<file path="config.mk">
export PLATFORM = sky130hd
export DESIGN_NAME = neo_channel_scheduler
export DESIGN_NICKNAME = d
export VERILOG_FILES = /design/src/rtl/neo_channel_scheduler.sv
export SDC_FILE = /design/constraint.sdc
export NUM_CORES = 1
export LEC_CHECK = 0
export BUFFER_PORTS_ARGS = -buffer_cell sky130_fd_sc_hd__buf_2
export CAP_MARGIN = 15
export CORE_ASPECT_RATIO = 0.9
export CORE_MARGIN = 3
export CORE_UTILIZATION = 44
export CTS_BUF_LIST = sky130_fd_sc_hd__clkbuf_4 sky130_fd_sc_hd__clkbuf_8 sky130_fd_sc_hd__clkbuf_16
export DETAILED_ROUTE_END_ITERATION = 7
export PLACE_DENSITY = 0.67
export SLEW_MARGIN = 15
export SYNTH_ARGS = -nofsm -noshare
export SYNTH_HDL_FRONTEND = slang
export SYNTH_SLANG_ARGS = --single-unit
</file>
<file path="constraint.sdc">
create_clock -name Clk -period 2.1 [get_ports Clk]
set_input_delay 0.21 -clock Clk [delete_from_list [all_inputs] [get_ports Clk]]
set_output_delay 0.21 -clock Clk [all_outputs]
set_load 0.01 [all_outputs]
</file>
<file path="src/rtl/neo_channel_scheduler.sv">
`default_nettype none
// neo_channel_scheduler: round-robin scheduler sharing one NEO datapath across C sample channels.
// Rev 1.0
module neo_channel_scheduler #(
    parameter int N       = 16,
    parameter int M       = 32,
    parameter int C       = 4,
    parameter int CW      = $clog2(C),
    parameter int TIMEOUT = 64
) (
    input  logic           Clk,
    input  logic           reset,
    input  logic [C*N-1:0] in_data,
    input  logic [C-1:0]   in_valid,
    output logic [C-1:0]   in_ready,
    input  logic [C-1:0]   ch_en,
    output logic           op_start,
    output logic [CW-1:0]  op_ch,
    output logic [N-1:0]   op_x0,
    output logic [N-1:0]   op_x1,
    output logic [N-1:0]   op_x2,
    input  logic           op_done,
    input  logic [M-1:0]   op_result,
    output logic           out_valid,
    output logic [CW-1:0]  out_ch,
    output logic [M-1:0]   out_data,
    output logic           out_err,
    output logic           busy
);
    localparam int TW = $clog2(TIMEOUT + 1);

    typedef enum logic [1:0] {S_IDLE, S_ISSUE, S_WAIT, S_WRITE} state_t;

    state_t        state;
    logic [C-1:0]  pending;
    logic [N-1:0]  sample [C];
    logic [N-1:0]  hist1  [C];
    logic [N-1:0]  hist2  [C];
    logic [1:0]    warm   [C];
    logic [CW-1:0] ptr;
    logic [CW-1:0] gch;
    logic [TW-1:0] tcnt;

    logic [C-1:0]  elig;
    logic          found;
    logic [CW-1:0] gsel;
    logic [CW-1:0] ptr_next;
    int            idx;

    assign in_ready = ch_en & ~pending;
    assign elig     = pending & ch_en;
    assign busy     = (state != S_IDLE);
    assign ptr_next = (gsel == CW'(C - 1)) ? '0 : gsel + CW'(1);

    // First eligible channel at or after ptr, wrapping around.
    always_comb begin
        found = 1'b0;
        gsel  = '0;
        idx   = 0;
        for (int i = 0; i < C; i++) begin
            idx = int'(ptr) + i;
            if (idx >= C) idx = idx - C;
            if (!found && elig[idx[CW-1:0]]) begin
                found = 1'b1;
                gsel  = idx[CW-1:0];
            end
        end
    end

    always_ff @(posedge Clk or negedge reset) begin
        if (!reset) begin
            state     <= S_IDLE;
            pending   <= '0;
            ptr       <= '0;
            gch       <= '0;
            tcnt      <= '0;
            for (int c = 0; c < C; c++) begin
                sample[c] <= '0;
                hist1[c]  <= '0;
                hist2[c]  <= '0;
                warm[c]   <= '0;
            end
            op_start  <= 1'b0;
            op_ch     <= '0;
            op_x0     <= '0;
            op_x1     <= '0;
            op_x2     <= '0;
            out_valid <= 1'b0;
            out_ch    <= '0;
            out_data  <= '0;
            out_err   <= 1'b0;
        end else begin
            op_start  <= 1'b0;
            out_valid <= 1'b0;
            out_err   <= 1'b0;

            // The channel in service is exempt from disable-clearing until it finishes.
            for (int c = 0; c < C; c++) begin
                if (in_valid[c] && in_ready[c]) begin
                    sample[c]  <= in_data[c*N +: N];
                    pending[c] <= 1'b1;
                end
                if (!ch_en[c] && !((state != S_IDLE) && (gch == CW'(c)))) begin
                    pending[c] <= 1'b0;
                    warm[c]    <= '0;
                    hist1[c]   <= '0;
                    hist2[c]   <= '0;
                end
            end

            case (state)
                S_IDLE: begin
                    if (found) begin
                        gch <= gsel;
                        ptr <= ptr_next;
                        if (warm[gsel] == 2'd2) begin
                            state    <= S_ISSUE;
                            op_start <= 1'b1;
                            op_ch    <= gsel;
                            op_x0    <= sample[gsel];
                            op_x1    <= hist1[gsel];
                            op_x2    <= hist2[gsel];
                        end else begin
                            state <= S_WRITE;
                        end
                    end
                end
                S_ISSUE: begin
                    state <= S_WAIT;
                    tcnt  <= '0;
                end
                S_WAIT: begin
                    if (op_done) begin
                        state     <= S_WRITE;
                        out_valid <= 1'b1;
                        out_ch    <= gch;
                        out_data  <= op_result;
                    end else if (tcnt == TW'(TIMEOUT - 1)) begin
                        state     <= S_WRITE;
                        out_valid <= 1'b1;
                        out_ch    <= gch;
                        out_data  <= '0;
                        out_err   <= 1'b1;
                    end else begin
                        tcnt <= tcnt + TW'(1);
                    end
                end
                S_WRITE: begin
                    hist2[gch]   <= hist1[gch];
                    hist1[gch]   <= sample[gch];
                    pending[gch] <= 1'b0;
                    warm[gch]    <= (warm[gch] == 2'd2) ? 2'd2 : warm[gch] + 2'd1;
                    state        <= S_IDLE;
                end
                default: state <= S_IDLE;
            endcase
        end
    end
endmodule
`default_nettype wire
</file>
### Word-level counts from Yosys, hierarchy flattened

Cells that the tools add are included.

| cells by class | value |
|---|---|
| reduce and logical (&&, ||, !) cells | 38 |
| magnitude comparators | 13 |
| shifts and indexed selects | 0 |
| equality and inequality tests | 14 |
| $mul | 0 |
| bitwise gates (word level) | 7 |
| multiplexer cells | 96 |
| add/subtract/negate cells | 10 |
| divide/modulo/power cells | 0 |

Operators by type and width:

| kind | number |
|---|---|
| $mux 16 | 19 |
| $bmux 16 s2 | 5 |
| $bwmux 64 | 2 |
| $mux 64 | 2 |
| $mux 32 | 2 |
| $mux 2 | 25 |
| $demux 16 s2 | 1 |
| $mux 1 | 25 |
| $logic_and 1x1->1 | 17 |
| $ge 3x3->1 const B | 5 |
| $lt 2x3->1 const B | 5 |
| $eq 2x2->1 const B | 7 |
| $mux 7 | 2 |
| $pmux 7 s2 | 1 |
| $and 4x4->4 | 3 |
| $logic_not 1->1 | 11 |
| $bmux 1 s2 | 4 |
| $bmux 2 s2 | 2 |
| $bwmux 8 | 1 |
| $mux 8 | 1 |
| $not 4->4 | 2 |
| $pmux 2 s4 | 1 |
| $sub 2x1->2 const B | 4 |
| $add 7x1->7 const B | 1 |
| 18 further kinds | 30 |

| storage, ports and cells | value |
|---|---|
| bits in latches | 0 |
| RAM bits | 0 |
| ROM bits | 0 |
| bits of input ports | 107 |
| output and inout bits | 92 |
| flip-flop bits (word level) | 304 |
| memories | 0 |

### Logic depth before layout (Yosys ltp)

Gate-level depths: netlist of the first run.

| logic depth | value |
|---|---|
| word-level depth | 22 |
| depth in mapped cells | 9 |

### Worst setup path after synthesis of the first run

Ideal clock, no wire load.

| timing | value |
|---|---|
| path kind | reg2reg |
| start | reg ptr[1] |
| end | reg op_x0[0] |
| library setup time | 0.125 ns |
| data arrival time | 2.077 ns |
| cell stages (with the launch flop) | 10 |
| path buffers | 3 |
| slack | -0.103 ns |
| cell sequence | dfrtp_1 nand3_1 a32oi_1 or3_1 buf_2 a211oi_1 or3_1 buf_2 buf_6 mux2_4 |

| between the ends | value |
|---|---|
| word-level cells in the longest chain between the ends | 20 |
| elaborated cells between the ends (all ways) | 46 |
| those cells by class | add/sub: 7; order compare: 4; eq/ne: 1; mux: 26; bitwise: 1; reduce/logical: 7 |

RTL lines:

| element | RTL line | source |
|---|---|---|
| from (decl) | 40 | `logic [CW-1:0] ptr;` |
| from (signal assigned) | 115 | `ptr <= ptr_next;` |
| branches (longest 20 deep; another with $add 2x1->3) | -- |  |
| to (signal assigned) | 120 | `op_x0 <= sample[gsel];` |
| to (decl) | 19 | `output logic [N-1:0] op_x0,` |

Parallel ways; which one is timed is not known. The select of a mux whose other input is x is not followed.
A chain may end at the register's enable or synchronous reset.

### Worst setup path after layout of the first run

| timing | value |
|---|---|
| start | reg ptr[1] |
| end | reg op_x0[2] |

Same word-level chain as after synthesis.

==> metrics, run 1 <==
status=finished with violations; failing checks=setup timing; yosys warns=0; RR Startpoint=ptr[1]; worst-case reg-to-reg path depth=7; Post-Syn Nets=1042; area grow syn2layout=32.43%; RSZ-0062 raised after global routing=true; commonest cells in the netlist=dfrtp_1 (304), a22o_1 (160), mux2i_1 (144); final setup margin=-183.0 ps; Core Footprint=29090 um^2; worst r2r dst=op_x0[2]; register area=7609 um^2; Netlist cell types=48; Synth Area per Inst=14.12 um^2; post-synthesis xor/xnor area fraction=0.3342%; wire per inst=21.39 um; hold path depth=3; Compound-Gate Fraction of Synth Area=12.77%; vias=9191; via/cell ratio=5.422; Critical Setup Path Class=flop to flop; largest net degree at the start of global routing=61; # DRC=0; first-pass GRT wire length=56590 um; FFs w/ async S/R, synth=100.0%; vias in the first global route=9584; endpoints failing setup=49; Final Util=59.67%; Multi-input gate area=5273 um^2; measured slew at the worst slew-check pin=495.8 ps; CTS Buf Count=35; final max-slew violation count=0; CP Capture Type=flop; largest family of logic cells by synthesized area=multiplexers; IO Pins=199; Reg2Reg Setup Slack=-180 ps; CP Max Fanout=28; post-route total power=22270 uW; Fill cells=2313; DRT antenna net count=0; post-synth top area cell=dfrtp_1; leak pwr=0.008338 uW; routability cong.=0.8750; final wirelength=36250 um; Worst-path clk slew=50 ps; top cell type's share of synthesized area=58.05%; GRT Overall Usage=22.43%; clk_lat worst skew=510 ps; DIE HEIGHT=169.7 um; Worst setup SP type=flop; #FFs+latches synth=304; sequential-to-total area share from yosys stat=58.05%; root buffer cell=clkbuf_16; CTS max path bufs=3; CTS tree=done; htree depth=2; Post-Synth Adder-Cell Area=0.6683%; simple-gate share of the synthesized area=3.017%; count leader, synth=dfrtp_1; slew margin rel.=66.95%; Die ar.=31890 um^2; Fmax=0.4380 GHz; crit path to=op_x0[2]; Post-synth EDFFs=0; crit-path cells=nand3_1 > a32oi_1 > or3_1 > a211oi_2 > or3_4 > buf_12 > mux2_4; Worst path max stage delay=460 ps; HP Class=primary input to flop; power per cell area=1283 nW/um^2; final hold viol count=0; mux cell area share after synthesis=22.71%; WP data arrival=2660 ps; Setup crit start=ptr[1]; Die Span X=187.9 um; Main synth FF type=dfrtp_1; Period minus WS final=2283 ps; Clock Skew=17.46 ps; initial antenna violation count=1; drt first pass iters=5; layout cells sized above 1=36.52%; Synth Instances=928; mapped cell area=13110 um^2; Post-DP HPWL=24030 um; # rows=59; Max Cap Violations=0; WP data required=2480 ps; port bufs=198; VDD IR-drop max=0.7095 mV; DR iter-0 viols=457; clock sinks=304; GRT overflow=0; critical path's slowest cell=or3_1; Initial Utilization=45.06%; # nets final=1387; top cells by area, synth=dfrtp_1 (58%), mux2i_1 (11%), a22o_1 (11%), mux2_2 (5.8%), mux2_4 (5.6%); setup TNS=-7985 ps; Final Cycle Share=108.7%
[worst max-delay path, delay by kind of cell, from the launching register on]
family / cells / cell delay (ps)
simple gates: 3 / 760
flops: 1 / 450
compound gates: 2 / 370
mux: 1 / 330
buf+inv: 1 / 250
[repair_timing]
item	4_1_cts	5_1_grt
setup buffers	2	1
hold buffers	97	0
cloned	0	1
pin swaps	2	2
setup endpoints to repair	49	64
endpoints found under the hold margin	140	0
gates resized for setup	4	2
[layout by cell type, fill, tap and decap left out, drive strengths merged, types with 3 or more instances in the layout]
cell type,count
a22o,160
nand4,3
mux2,116
xor2,4
o21ai,13
clkbuf,54
inv,12
nand2b,4
dfrtp,304
nand3,5
dlygate4sd3,97
nor2,19
nand2,26
buf,270
mux2i,144
a21oi,8
clkinv,6
nor2b,8
nor3,8
ha,7
a211oi,3
[logic make-up after synthesis]
| logic type | Yosys count |
|---|---|
| AO/OA/AOI/OAI | 197 |
| XOR/XNOR | 5 |
| adder cells (fa/ha/maj) | 7 |
| buffers and inverters | 71 |
| flip-flops | 304 |
| multiplexers | 262 |
| AND/OR/NAND/NOR | 82 |
[area by class of cell]
type | instances | share of cell area, %
clock inverter | 9 | 0.6777
antenna | 1 | 0.01442
clock buffer | 53 | 6.395
timing repair buffer | 368 | 15.60
inverter | 11 | 0.2379
multi-input combinational | 553 | 30.38
sequential | 304 | 43.84
tap | 396 | 2.855
[power breakdown]
group | internal [uW] | switching (uW) | total (uW)
clock network | 3910 | 2400 | 6300
logic | 3590 | 3570 | 7160
registers | 7500 | 1300 | 8800
[metrics by stage]
stage,setup slack [ps],instance area (um^2),hold slack (ps),instances
floorplan,-66.21,13160,-85.59,928
global placement,-191.9,15070,169.3,1531
detailed placement,-235.5,15070,170.0,1531
CTS,-175.3,17310,32.37,1692
global route,-283.9,17360,60.03,1695
finish,-183.0,17360,62.41,1695
[worst min-delay path by stage]
stage	startpoint	endpoint	slack (ps)
CTS	in_valid[2]	pending[2]	30
detailed placement	reset	op_ch[1]	170
global route	in_valid[2]	pending[2]	60
floorplan	reset	gch[0]	-90
finish	in_valid[1]	pending[1]	60
global placement	reset	op_ch[1]	170
[sequential cells by signal, summed over array words and instances (netlist names), 2 cells and up]
name and cells:
out_ch 2, out_data 32, op_ch 2, pending 4, hist1 64, warm 8
hist2 64, op_x2 16, ptr 2, sample 64, state 2, tcnt 7
op_x1 16, op_x0 16, gch 2
[layer usage]
metal  share of wire [%]  up-vias  wire [um]  global-route usage, %
met3                 5.5       46       1986                  4.399
met4                 1.5        0        539                  4.501
met2                  48      258      17260                  37.01
met1                  45     4721      16460                  31.31
li1                    -     4166          -                      -
met5                   0        -          0                      0
(Power assumes the default switching activity.)
==> run 2: changes to the inputs <==
--- a/config.mk
+++ b/config.mk
@@ -13,6 +13,7 @@
 export CTS_BUF_LIST = sky130_fd_sc_hd__clkbuf_4 sky130_fd_sc_hd__clkbuf_8 sky130_fd_sc_hd__clkbuf_16
 export DETAILED_ROUTE_END_ITERATION = 7
 export PLACE_DENSITY = 0.67
+export SETUP_SLACK_MARGIN = 0.5
 export SLEW_MARGIN = 15
 export SYNTH_ARGS = -nofsm -noshare
 export SYNTH_HDL_FRONTEND = slang
==> run 2 against run 1 <==
Effect of this change: the run still ends with setup timing left; combinational power increased by 34%; wire length grew 11%; clock-buffer cell count decreased by 6; sequential share of layout area decreased by 3.2 points; clock power down 14%; global-route usage rose by 0.61 points; worst setup slack lost 95 ps; cell count increased by 4.7%; first-iteration DRC count grew 66%; critical path type unchanged; largest cell class unchanged.
==> metrics, run 2 (same netlist as run 1, synthesis figures left out) <==
status=finished with violations; failing checks=setup timing; Critical Setup Path Class=flop to flop; sequential share of power=37.3%; Period minus WS final=2378 ps; # DRC=0; Clock Power Share=22.6%; area grow syn2layout=42.84%; Worst path max stage delay=450 ps; Fmax=0.4205 GHz; power per cell area=1278 nW/um^2; wire per inst=22.64 um; HP Class=primary input to flop; Die Span X=187.9 um; first-pass GRT wire length=58450 um; CP Capture Type=flop; Max Cap Violations=0; final std cell area, no fill=18720 um^2; clk_lat worst skew=550 ps; Core Footprint=29090 um^2; VDD IR-drop max=0.8047 mV; Die ar.=31890 um^2; final max-slew violation count=0; port bufs=198; final setup margin=-277.9 ps; initial antenna violation count=0; NetSw=8146 uW; Worst-path clk slew=70 ps; slew margin rel.=70.31%; DRT antenna net count=0; setup TNS=-11540 ps; clock sinks=304; DRT met1 WL=17300 um; crit-path cells=nand3_1 > a32oi_1 > nor3_2 > buf_4 > a211oi_2 > or3_4 > buf_12 > mux2_4; RSZ-0062 raised after global routing=true; via/cell ratio=5.546; commonest non-fill, non-tap cell in the layout=dfrtp_1; Top Metal Used=met4; dpl cells=1539; met3 wire len=2293 um; final hold viol count=0; measured slew at the worst slew-check pin=445.4 ps; dpl cell area=15190 um^2; GRT Overall Usage=23.05%; root buffer cell=clkbuf_16; ANT cells=0; WP data arrival=2810 ps; htree depth=1; DR iter-0 viols=760; Comb pwr share=40.1%; Fill cells=2104; GRT overflow=0; CP Max Fanout=24; layout cells sized above 1=43.83%; Multi-input gate area=5628 um^2; Final Cycle Share=113.2%; largest net degree at the start of global routing=71; vias=9839; CTS max path bufs=3; # rows=59; DIE HEIGHT=169.7 um; Final Util=64.36%; WHS=35.76 ps; Non-Filler Instances=1774; CTS Buf Count=30; IO Pins=199; Top Registers=hist1: 64 flops, hist2: 64 flops, sample: 64 flops; register area=7614 um^2; WP data required=2530 ps; endpoints failing setup=49; critical path's slowest cell=dfrtp_2; internal power=15790 uW; switch share=34.04%; routability cong.=0.8474; Initial Utilization=45.06%; CP bufs+invs=2; Clock Skew=12.28 ps; vias in the first global route=10140; final wirelength=40160 um; Worst setup SP type=flop; leak pwr=0.008971 uW; Met2 Routed Length=19610 um; CTS tree=done; # nets final=1468; Post-DP HPWL=23020 um; drt first pass iters=5; CP delay by family, top=compound AO/OA/AOI/OAI gates; most frequent cells in the layout=dfrtp_1 (299), buf_2 (194), a22o_1 (160)
run 2: final timing paths:
kind | from | to | slack (ps) | depth (start not counted)
min reg2reg | hist2[17] | hist2[17] | 500 | 1
min in group asynchronous | reset | sample[34] | 160 | 2
min | ch_en[2] | pending[2] | 40 | 3
max in group asynchronous | reset | state[1] | 1120 | 3
max reg2reg | ptr[1] | op_x0[6] | -280 | 8
max | ptr[1] | op_x0[6] | -280 | 8
run 2: cell type report:
cell class              instances  area share, %
flip-flops and latches        304          40.67
multi-input cells             553          30.06
repair buffers                454          20.90
clock buffers                  47          5.120
well taps                     396          2.647
inverters                      11         0.3008
clock inverters                 9         0.2941
run 2: per-layer routing:
metal	GRT usage, %	up-vias
met5	0	-
met4	5.382	0
met3	4.089	78
met2	38.95	377
met1	31.36	5050
li1	-	4334
run 2: power groups by stage:
stage | combinational, uW | clock (uW) | sequential [uW]
after detailed placement | 7040 | 0 | 8890
after floorplan | 4210 | 0 | 8750
after global placement | 6870 | 0 | 8890
final | 9610 | 5400 | 8920
after CTS | 7970 | 5460 | 8820
after global routing | 10200 | 5720 | 9100
run 2: metrics by stage:
step           worst slack, ps  total power [uW]
2_1_floorplan           -66.14             12960
3_3_place_gp            -122.1             15750
3_5_place_dp            -172.8             15930
4_1_cts                 -162.2             22250
5_1_grt                 -352.0             25020
6_report                -277.9             23930
run 2: tightest hold or removal path, stage by stage:
cell,delay [ps]
buf_2,150
a21oi_1,140
nor3_1,50
run 2: timing repair:
item / 4_1_cts / 5_1_grt
resized for setup: 76 / 93
setup endpoints to repair: 234 / 250
cloned: 1 / 19
setup buffers: 32 / 26
pin swaps: 10 / 39
hold endpoints to repair: 153 / 0
hold buffers: 101 / 0
==> run 3: changes to the inputs <==
--- a/config.mk
+++ b/config.mk
@@ -7,12 +7,14 @@
 export LEC_CHECK = 0
 export BUFFER_PORTS_ARGS = -buffer_cell sky130_fd_sc_hd__buf_2
 export CAP_MARGIN = 15
+export CELL_PAD_IN_SITES_DETAIL_PLACEMENT = 2
+export CELL_PAD_IN_SITES_GLOBAL_PLACEMENT = 2
 export CORE_ASPECT_RATIO = 0.9
 export CORE_MARGIN = 3
-export CORE_UTILIZATION = 44
+export CORE_UTILIZATION = 36
 export CTS_BUF_LIST = sky130_fd_sc_hd__clkbuf_4 sky130_fd_sc_hd__clkbuf_8 sky130_fd_sc_hd__clkbuf_16
 export DETAILED_ROUTE_END_ITERATION = 7
-export PLACE_DENSITY = 0.67
+export PLACE_DENSITY_LB_ADDON = 0.1
 export SETUP_SLACK_MARGIN = 0.5
 export SLEW_MARGIN = 15
 export SYNTH_ARGS = -nofsm -noshare
==> run 3 against run 2 <==
Effect of this change: the run still ends with setup timing left; sequential share of layout area is 2.8 points lower; worst setup slack worse by 270 ps; via count is 12% higher; cell count is 7.4% higher; core utilization is 7.7 points lower; critical endpoint is now op_x1[14]; largest cell class unchanged.
==> metrics, run 3 (same netlist as run 1, synthesis figures left out) <==
DR iter-0 viols=837; NetSw=11060 uW; final wirelength=67900 um; internal power=17840 uW; Comb pwr share=44.9%; worst-case reg-to-reg path depth=9; CTS tree=done; slew margin rel.=57.39%; # DRC=0; IO Pins=199; final max-slew violation count=0; power per cell area=1439 nW/um^2; area grow syn2layout=53.30%; CTS max path bufs=3; hold path depth=3; WP data arrival=3060 ps; via/cell ratio=5.800; most frequent cells in the layout=dfrtp_1 (296), buf_2 (192), a22o_1 (160); switch share=38.26%; setup TNS=-20920 ps; Worst-path clk slew=70 ps; Clock Power Share=22.6%; WP data required=2510 ps; RSZ-0062 raised after global routing=true; CP Capture Type=flop; port bufs=198; Fmax=0.3780 GHz; vias in the first global route=12060; initial antenna violation count=1; Die ar.=38730 um^2; WHS=81.57 ps; hold endpoint=pending[0]; clock sinks=304; Hold Startpoint=in_valid[0]; final hold viol count=0; Final Util=56.66%; Max Cap Violations=0; final setup margin=-545.3 ps; htree depth=2; Post-DP HPWL=29330 um; wire per inst=35.63 um; worst r2r dst=op_x1[14]; layout cells sized above 1=48.54%; GRT overflow=0; first-pass GRT wire length=82400 um; CTS Buf Count=35; routability cong.=0.7749; Worst setup SP type=flop; root buffer cell=clkbuf_16; DRT antenna net count=0; Critical Setup Path Class=flop to flop; CP Max Fanout=10; Clock Skew=30.38 ps; Core Footprint=35460 um^2; Top Registers=hist1: 64 flops, hist2: 64 flops, sample: 64 flops; HP Class=primary input to flop; Initial Utilization=36.96%; vias=11060; Die Span X=207.1 um; RR Startpoint=ptr[1]; failing checks=setup timing; leak pwr=0.009555 uW; Reg2Reg Setup Slack=-550 ps; # nets final=1528; largest net degree at the start of global routing=58; VDD IR-drop max=0.5421 mV; GRT Overall Usage=27.84%; clk_lat worst skew=550 ps; DIE HEIGHT=187.0 um; status=finished with violations; sequential share of power=32.5%; drt first pass iters=7; endpoints failing setup=52; Period minus WS final=2645 ps; measured slew at the worst slew-check pin=639.2 ps; Final Cycle Share=126.0%; # rows=65; commonest non-fill, non-tap cell in the layout=dfrtp_1; Fill cells=3151
-- run 3: cell count changes in the layout (fill, tap and decap cells not counted), moves of 5 or more --
cell,previous run,this run
buf_4,79,84
mux2i_1,144,130
buf_16,0,14
buf_6,33,58
buf_12,26,41
nand2_1,16,10
buf_8,8,13
nand2_2,5,10
mux2i_2,0,12
-- run 3: per-layer routing --
metal	share of wire, %	routed length [um]	up-vias	global-route usage, %
li1	-	-	4453	-
met3	4.5	3031	173	4.612
met5	0	0	-	0
met1	39	26580	5979	34.02
met4	4.8	3228	0	9.240
met2	52	35070	450	50.08
-- run 3: timing repair --
action | 4_1_cts | 5_1_grt
setup endpoints to repair | 234 | 274
hold buffers | 98 | 0
pin swaps | 101 | 70
gates resized for setup | 172 | 89
hold endpoints to repair | 142 | 0
setup buffers | 56 | 32
cloned | 14 | 14
-- run 3: how the worst max path moves through the flow --
| stage | cells after the start | start | end | slack [ps] |
|---|---|---|---|---|
| after floorplan | 8 | ptr[0] | op_x0[0] | -70 |
| after detailed placement | 9 | pending[1] | op_x0[12] | -290 |
| after global placement | 9 | ptr[1] | op_x0[10] | -270 |
| final | 9 | ptr[1] | op_x1[14] | -550 |
| after CTS | 7 | ptr[0] | op_x1[12] | -230 |
| after global routing | 8 | ptr[1] | op_x0[0] | -520 |
-- run 3: power by group through the flow --
stage	Combinational, uW	Clock [uW]	Sequential, uW
finish	13000	6530	9410
global route	13400	6860	9490
CTS	10600	6380	9020
detailed placement	7520	0	9080
global placement	7310	0	9040
floorplan	4210	0	8750
-- run 3: per-stage QoR --
step / cells / instance area [um^2] / worst slack (ps) / power [uW]
2_1_floorplan: 928 / 13230 / -66.14 / 12960
3_3_place_gp: 1632 / 15520 / -269.2 / 16350
3_5_place_dp: 1632 / 15520 / -291.9 / 16600
4_1_cts: 1859 / 19210 / -228.1 / 26000
5_1_grt: 1906 / 20090 / -524.4 / 29720
6_report: 1906 / 20090 / -545.3 / 28900
-- run 3: layout make-up --
type,instances,area (um^2),share of cell area (%)
multi-input cells,553,5814,28.94
diodes,1,2.502,0.01246
flip-flops and latches,304,7617,37.91
clock buffers,52,1072,5.337
repair buffers,509,4852,24.15
clock inverters,7,88.84,0.4422
inverters,11,56.30,0.2803
well taps,469,586.8,2.921
-- run 3: worst max-delay path: stages (launching register included) --
cell and delay (ps):
dfrtp_2 470, nand4b_1 200, o31ai_4 120, nor3_4 360, buf_6 240, buf_12 170, buf_4 180, mux2i_2 310
mux2i_1 160, mux2_4 310
